$ cat src/rtl/ramp_sample_framer.sv
// Cuts the ADC stream into one fixed-length, ramp-aligned frame per ramp_start; FRAMER_HEADER_EN adds a frame_ctr header word.
// Latency: one clk from an accepted sample (or from entering capture, for the header) to out_valid.
// Backpressure: none; consumers must take every out_valid word, and a ramp restart mid-frame raises sticky overrun.
`timescale 1ns/1ps
module ramp_sample_framer #(
    parameter int ADC_W         = 12,
    parameter int OUT_W         = 16,
    parameter int SAMPLES       = 1024,
    parameter int SETTLE_CYCLES = 64,
    parameter int CTR_W         = 16
) (
    input  logic              clk,
    input  logic              srst_n,
    input  logic              active,
    input  logic              ramp_start,
    input  logic              adc_valid,
    input  logic [ADC_W-1:0]  adc_data,
    input  logic              clr_overrun,
    output logic              out_valid,
    output logic [OUT_W-1:0]  out_data,
    output logic              out_first,
    output logic              out_last,
    output logic              out_hdr,
    output logic [CTR_W-1:0]  frame_ctr,
    output logic              overrun,
    output logic              busy
);

    localparam int SMP_W = $clog2(SAMPLES);
    localparam int SET_W = (SETTLE_CYCLES > 1) ? $clog2(SETTLE_CYCLES + 1) : 1;

    typedef enum logic [1:0] {
        ST_IDLE,
        ST_SETTLE,
        ST_CAPTURE
    } state_t;

    state_t             state_q, state_d;
    logic [SMP_W-1:0]   smp_cnt_q, smp_cnt_d;
    logic [SET_W-1:0]   settle_cnt_q, settle_cnt_d;
    logic               out_valid_q, out_valid_d;
    logic [OUT_W-1:0]   out_data_q, out_data_d;
    logic               out_first_q, out_first_d;
    logic               out_last_q, out_last_d;
    logic               out_hdr_q, out_hdr_d;
    logic [CTR_W-1:0]   frame_ctr_q, frame_ctr_d;
    logic               overrun_q, overrun_d;
    logic               start_frame;
    logic               enter_capture;
    logic [OUT_W-1:0]   sample_ext;

    always_comb begin
        sample_ext              = {OUT_W{adc_data[ADC_W-1]}};
        sample_ext[ADC_W-1:0]   = adc_data;
    end

`ifdef FRAMER_HEADER_EN
    localparam int HDR_W = (OUT_W < CTR_W) ? OUT_W : CTR_W;
    logic [OUT_W-1:0]   hdr_word;

    always_comb begin
        hdr_word              = '0;
        hdr_word[HDR_W-1:0]   = frame_ctr_q[HDR_W-1:0];
    end
`endif

    always_comb begin
        state_d       = state_q;
        smp_cnt_d     = smp_cnt_q;
        settle_cnt_d  = settle_cnt_q;
        out_valid_d   = 1'b0;
        out_data_d    = out_data_q;
        out_first_d   = 1'b0;
        out_last_d    = 1'b0;
        out_hdr_d     = 1'b0;
        frame_ctr_d   = frame_ctr_q;
        overrun_d     = clr_overrun ? 1'b0 : overrun_q;
        start_frame   = 1'b0;
        enter_capture = 1'b0;

        case (state_q)
            ST_IDLE: begin
                if (ramp_start && active) begin
                    start_frame = 1'b1;
                end
            end
            ST_SETTLE, ST_CAPTURE: begin
                // Deactivation outranks a restart: a dying ramp never counts as an overrun.
                if (!active) begin
                    state_d   = ST_IDLE;
                    smp_cnt_d = '0;
                end else if (ramp_start) begin
                    overrun_d   = 1'b1;
                    start_frame = 1'b1;
                end else if (state_q == ST_SETTLE) begin
                    if (settle_cnt_q == SET_W'(1)) begin
                        enter_capture = 1'b1;
                    end else begin
                        settle_cnt_d = settle_cnt_q - SET_W'(1);
                    end
                end else if (adc_valid) begin
                    out_valid_d = 1'b1;
                    out_data_d  = sample_ext;
`ifdef FRAMER_HEADER_EN
                    out_first_d = 1'b0;
`else
                    out_first_d = (smp_cnt_q == '0);
`endif
                    if (smp_cnt_q == SMP_W'(SAMPLES - 1)) begin
                        out_last_d  = 1'b1;
                        state_d     = ST_IDLE;
                        smp_cnt_d   = '0;
                        frame_ctr_d = frame_ctr_q + CTR_W'(1);
                    end else begin
                        smp_cnt_d = smp_cnt_q + SMP_W'(1);
                    end
                end
            end
            default: begin
                state_d = ST_IDLE;
            end
        endcase

        if (start_frame) begin
            smp_cnt_d    = '0;
            settle_cnt_d = SET_W'(SETTLE_CYCLES);
            if (SETTLE_CYCLES == 0) begin
                enter_capture = 1'b1;
            end else begin
                state_d = ST_SETTLE;
            end
        end

        if (enter_capture) begin
            state_d = ST_CAPTURE;
`ifdef FRAMER_HEADER_EN
            // Header is registered on the entry edge, so samples can only land from the next edge on.
            out_valid_d = 1'b1;
            out_hdr_d   = 1'b1;
            out_first_d = 1'b1;
            out_data_d  = hdr_word;
`endif
        end
    end

    always_ff @(posedge clk) begin
        if (!srst_n) begin
            state_q      <= ST_IDLE;
            smp_cnt_q    <= '0;
            settle_cnt_q <= '0;
            out_valid_q  <= 1'b0;
            out_data_q   <= '0;
            out_first_q  <= 1'b0;
            out_last_q   <= 1'b0;
            out_hdr_q    <= 1'b0;
            frame_ctr_q  <= '0;
            overrun_q    <= 1'b0;
        end else begin
            state_q      <= state_d;
            smp_cnt_q    <= smp_cnt_d;
            settle_cnt_q <= settle_cnt_d;
            out_valid_q  <= out_valid_d;
            out_data_q   <= out_data_d;
            out_first_q  <= out_first_d;
            out_last_q   <= out_last_d;
            out_hdr_q    <= out_hdr_d;
            frame_ctr_q  <= frame_ctr_d;
            overrun_q    <= overrun_d;
        end
    end

    assign out_valid = out_valid_q;
    assign out_data  = out_data_q;
    assign out_first = out_first_q;
    assign out_last  = out_last_q;
    assign out_hdr   = out_hdr_q;
    assign frame_ctr = frame_ctr_q;
    assign overrun   = overrun_q;
    assign busy      = (state_q != ST_IDLE);

endmodule

$ cat config.mk
export PLATFORM = sky130hd
export DESIGN_NAME = ramp_sample_framer
export DESIGN_NICKNAME = d
export VERILOG_FILES = /design/src/rtl/ramp_sample_framer.sv
export SDC_FILE = /design/constraint.sdc
export NUM_CORES = 1
export LEC_CHECK = 0
export CORE_ASPECT_RATIO = 1.2
export CORE_UTILIZATION = 45
export DETAILED_ROUTE_END_ITERATION = 16
export GPL_ROUTABILITY_DRIVEN = 0
export PLACE_DENSITY = 0.72
export SLEW_MARGIN = 20
export SYNTH_ARGS = -nofsm -noshare
export SYNTH_HDL_FRONTEND = slang
export SYNTH_SLANG_ARGS = --single-unit
$ cat constraint.sdc
create_clock -name clk -period 2.5 [get_ports clk]
set_input_delay 0.5 -clock clk [delete_from_list [all_inputs] [get_ports clk]]
set_output_delay 0.5 -clock clk [all_outputs]
set_load 0.05 [all_outputs]
==> impl_metrics.sql <==
INSERT INTO impl_metrics (metric_group, metric, value, unit) VALUES
('run_status', 'outcome', 'complete, no violations', ''),
('pwr', 'power_leakage', '1.140', 'nW'),
('yosys', 'synth.yosys.warnings', '0', ''),
('timing', 'max_slew.worst_pin.slew', '0.5201', 'ns'),
('floorplan', 'top_level_ports', '56', ''),
('setup_path', 'crit_slowest_cell', 'sky130_fd_sc_hd__dfxtp_1', ''),
('yosys', 'synth.top_cells.by_count', 'sky130_fd_sc_hd__dfxtp_1, sky130_fd_sc_hd__nand2_1, sky130_fd_sc_hd__a21oi_1', ''),
('timing', 'finalCritPeriodShare', '0.8415', ''),
('yosys', 'synth_fp_nets', '343', ''),
('yosys', 'avgSynthCellArea', '8.265', 'sq um'),
('setup_path', 'worst-endpoint-arrival', '2.29', 'ns'),
('setup_path', 'worst_r2r_startpoint', 'smp_cnt_q[0]', ''),
('route', 'route.final.wire_length', '5834', 'um'),
('yosys', 'synthesis.area', '2620', 'sq um'),
('min_path', 'hold_start', 'out_data[10]', ''),
('min_path', 'min_to', 'out_data[10]', ''),
('pwr', 'power.ir.vdd_worst', '0.2691', 'mV'),
('setup_path', 'startpoint_type', 'flip-flop', ''),
('min_path', 'timing.hold.worst.class', 'reg2reg', ''),
('yosys', 'synth_seq_area_share', '0.3897', ''),
('clock_tree', 'clock_latency', '0.30', 'ns'),
('yosys', 'yosys.cell_types.count', '47', ''),
('yosys', 'synth_enable_flop_cells', '0', ''),
('setup_path', 'rrSetupSlack', '0.40', 'ns'),
('route', 'vias_per_cell', '5.646', ''),
('final_layout', 'design.final.nets', '393', ''),
('final_layout', 'area.growth.synth_to_final', '26.12', '%'),
('setup_path', 'timing.critical_path.required', '2.69', 'ns'),
('clock_tree', 'htree_levels', '2', ''),
('pwr', 'power_per_cell_area', '435.5', 'nW/um^2'),
('place', 'port_buffers', '54', ''),
('clock_tree', 'cts_buffers', '5', ''),
('setup_path', 'timing.rr.end', 'frame_ctr[9]', ''),
('final_layout', 'area.sequential', '1021', 'sq um'),
('floorplan', 'die_area', '6133', 'sq um'),
('final_layout', 'postLayoutCellArea', '3304', 'sq um'),
('yosys', 'postSynthCellCount', '317', ''),
('setup_path', 'crit_path_cell_chain', 'ha_1, and4_1, nand4_1, buf_4, o311ai_0, o41ai_1', ''),
('place', 'placement.setup.worst_slack', '0.2009', 'ns'),
('global_routing', 'grt_pass1_vias', '2286', ''),
('setup_path', 'endpoint_kind', 'flip-flop', ''),
('setup_path', 'crit_path_max_incr_delay', '0.42', 'ns'),
('floorplan', 'chipWidth', '71.66', 'um'),
('place', 'place.detailed.hpwl', '4298', 'um'),
('timing', 'report.final.setup_viol', '0', ''),
('yosys', 'yosys_most_used_dff', 'sky130_fd_sc_hd__dfxtp_1', ''),
('floorplan', 'floorplan.rows', '30', ''),
('yosys', 'synthTopCellsByArea', 'sky130_fd_sc_hd__dfxtp_1, sky130_fd_sc_hd__nand2_1, sky130_fd_sc_hd__a21oi_1, sky130_fd_sc_hd__ha_1, sky130_fd_sc_hd__o311ai_0', ''),
('timing', 'max_transition_margin', '0.6524', ''),
('final_layout', 'drive_gt1_frac', '0.06522', ''),
('route', 'detailroute.via_count', '2439', ''),
('timing', 'timing.setup.tns', '0', 'ns'),
('yosys', 'ys_async_sr_fraction', '0', ''),
('clock_tree', 'ctsRootBufferMaster', 'sky130_fd_sc_hd__clkbuf_8', ''),
('final_layout', 'multi_input_area', '1414', 'sq um'),
('yosys', 'synth_most_common_cell', 'sky130_fd_sc_hd__dfxtp_1', ''),
('route', 'drt_iter0_markers', '128', ''),
('final_layout', 'diodes', '0', ''),
('timing', 'hold_viol', '0', ''),
('global_routing', 'remaining_overflow_grt', '0', ''),
('timing', 'layout_setup_ws', '0.3962', 'ns'),
('floorplan', 'fp.dieH', '85.59', 'um'),
('flow_run', 'max-cap-violations', '0', ''),
('global_routing', 'grt_pass1_wl', '10190', 'um'),
('route', 'remaining_drc_errors', '0', ''),
('setup_path', 'cp_max_fo', '10', ''),
('clock_tree', 'cts.sink_count', '51', ''),
('timing', 'post_route_skew', '0.007608', 'ns'),
('place', 'cell_area_after_placement', '3217', 'sq um'),
('global_routing', 'track_usage', '0.2046', ''),
('floorplan', 'placeableCoreArea', '5630', 'sq um');
## metal layers
metal | up-vias | track usage | wire length [um]
met5 | - | 0 | 0
met4 | 0 | 0.05526 | 49
met3 | 5 | 0.04465 | 283
met2 | 59 | 0.3516 | 2898
met1 | 1134 | 0.2575 | 2603
li1 | 1241 | - | -
## critical path: cells and delay by family (launching register included)
kind | cells | cell delay, ns
simple gates | 2 | 0.62
flops | 1 | 0.42
compound gates | 2 | 0.41
buf+inv | 1 | 0.27
fa+ha+maj | 1 | 0.26
## cell families (layout without fill, tap and decap cells)
kind of cell	after synthesis	after routing	synth area share
buf+inv	41	92	0.07068
flops	51	51	0.3897
compound gates	82	82	0.2101
fa+ha+maj	8	8	0.03821
simple gates	123	123	0.2517
other cells	1	1	0.001431
xor+xnor	8	8	0.02674
mux	3	3	0.01146
## worst max-delay path by stage
stage | cells after the start | end | slack, ns | startpoint
CTS | 4 | busy | 0.07 | state_q[0]
global placement | 6 | smp_cnt_q[9] | 0.26 | ramp_start
detailed placement | 6 | smp_cnt_q[9] | 0.20 | ramp_start
finish | 6 | frame_ctr[9] | 0.40 | smp_cnt_q[0]
floorplan | 7 | frame_ctr[9] | 0.58 | state_q[1]
global route | 6 | frame_ctr[7] | 0.17 | smp_cnt_q[1]
## sequential cells by signal (all words and copies together) (netlist names)
name          count
frame_ctr        16
overrun           1
out_data         12
out_valid         1
out_last          1
state_q           2
out_first         1
smp_cnt_q        10
settle_cnt_q      7
## stage by stage
stage | total power (W) | instances | utilization
floorplan | 0.0009322 | 317 | -
global placement | 0.0009907 | 424 | 0.5713
detailed placement | 0.0009922 | 424 | 0.5713
CTS | 0.001463 | 432 | 0.5864
global route | 0.001509 | 432 | 0.5869
finish | 0.001439 | 432 | 0.5869
## placed cells by master, fill, tap and decap left out, drive strengths merged, types with 7 or more instances in the layout
| cell type | instances |
|---|---|
| o21ai | 13 |
| a21oi | 28 |
| nand2 | 44 |
| inv | 17 |
| nor2 | 14 |
| clkdlybuf4s50 | 53 |
| dfxtp | 51 |
| nand3 | 10 |
| o41ai | 9 |
| ha | 8 |
| buf | 13 |
| nand2b | 12 |
| xor2 | 7 |
| o311ai | 9 |
## layout make-up
cell class	instances	area share
Clock buffer	6	0.02196
Clock inverter	2	0.003786
Timing Repair Buffer	67	0.1939
Inverter	17	0.01931
Tap cell	64	0.02423
Multi-Input combinational cell	225	0.4279
Sequential cell	51	0.3090
## repair_timing
action,in CTS,in global routing
endpoints found under the hold margin,0,0
resized for setup,0,1
endpoints found under the setup margin,0,1
buffers inserted,0,0
## power by group
part | internal (W) | leakage, nW | switching, W | total [W]
sequential | 0.000818 | 0.411 | 0.00000552 | 0.000824
combinational | 0.0000654 | 0.688 | 0.0000843 | 0.000150
clock | 0.000196 | 0.0412 | 0.000270 | 0.000466
Note: power is estimated with default switching activity, not from simulation.
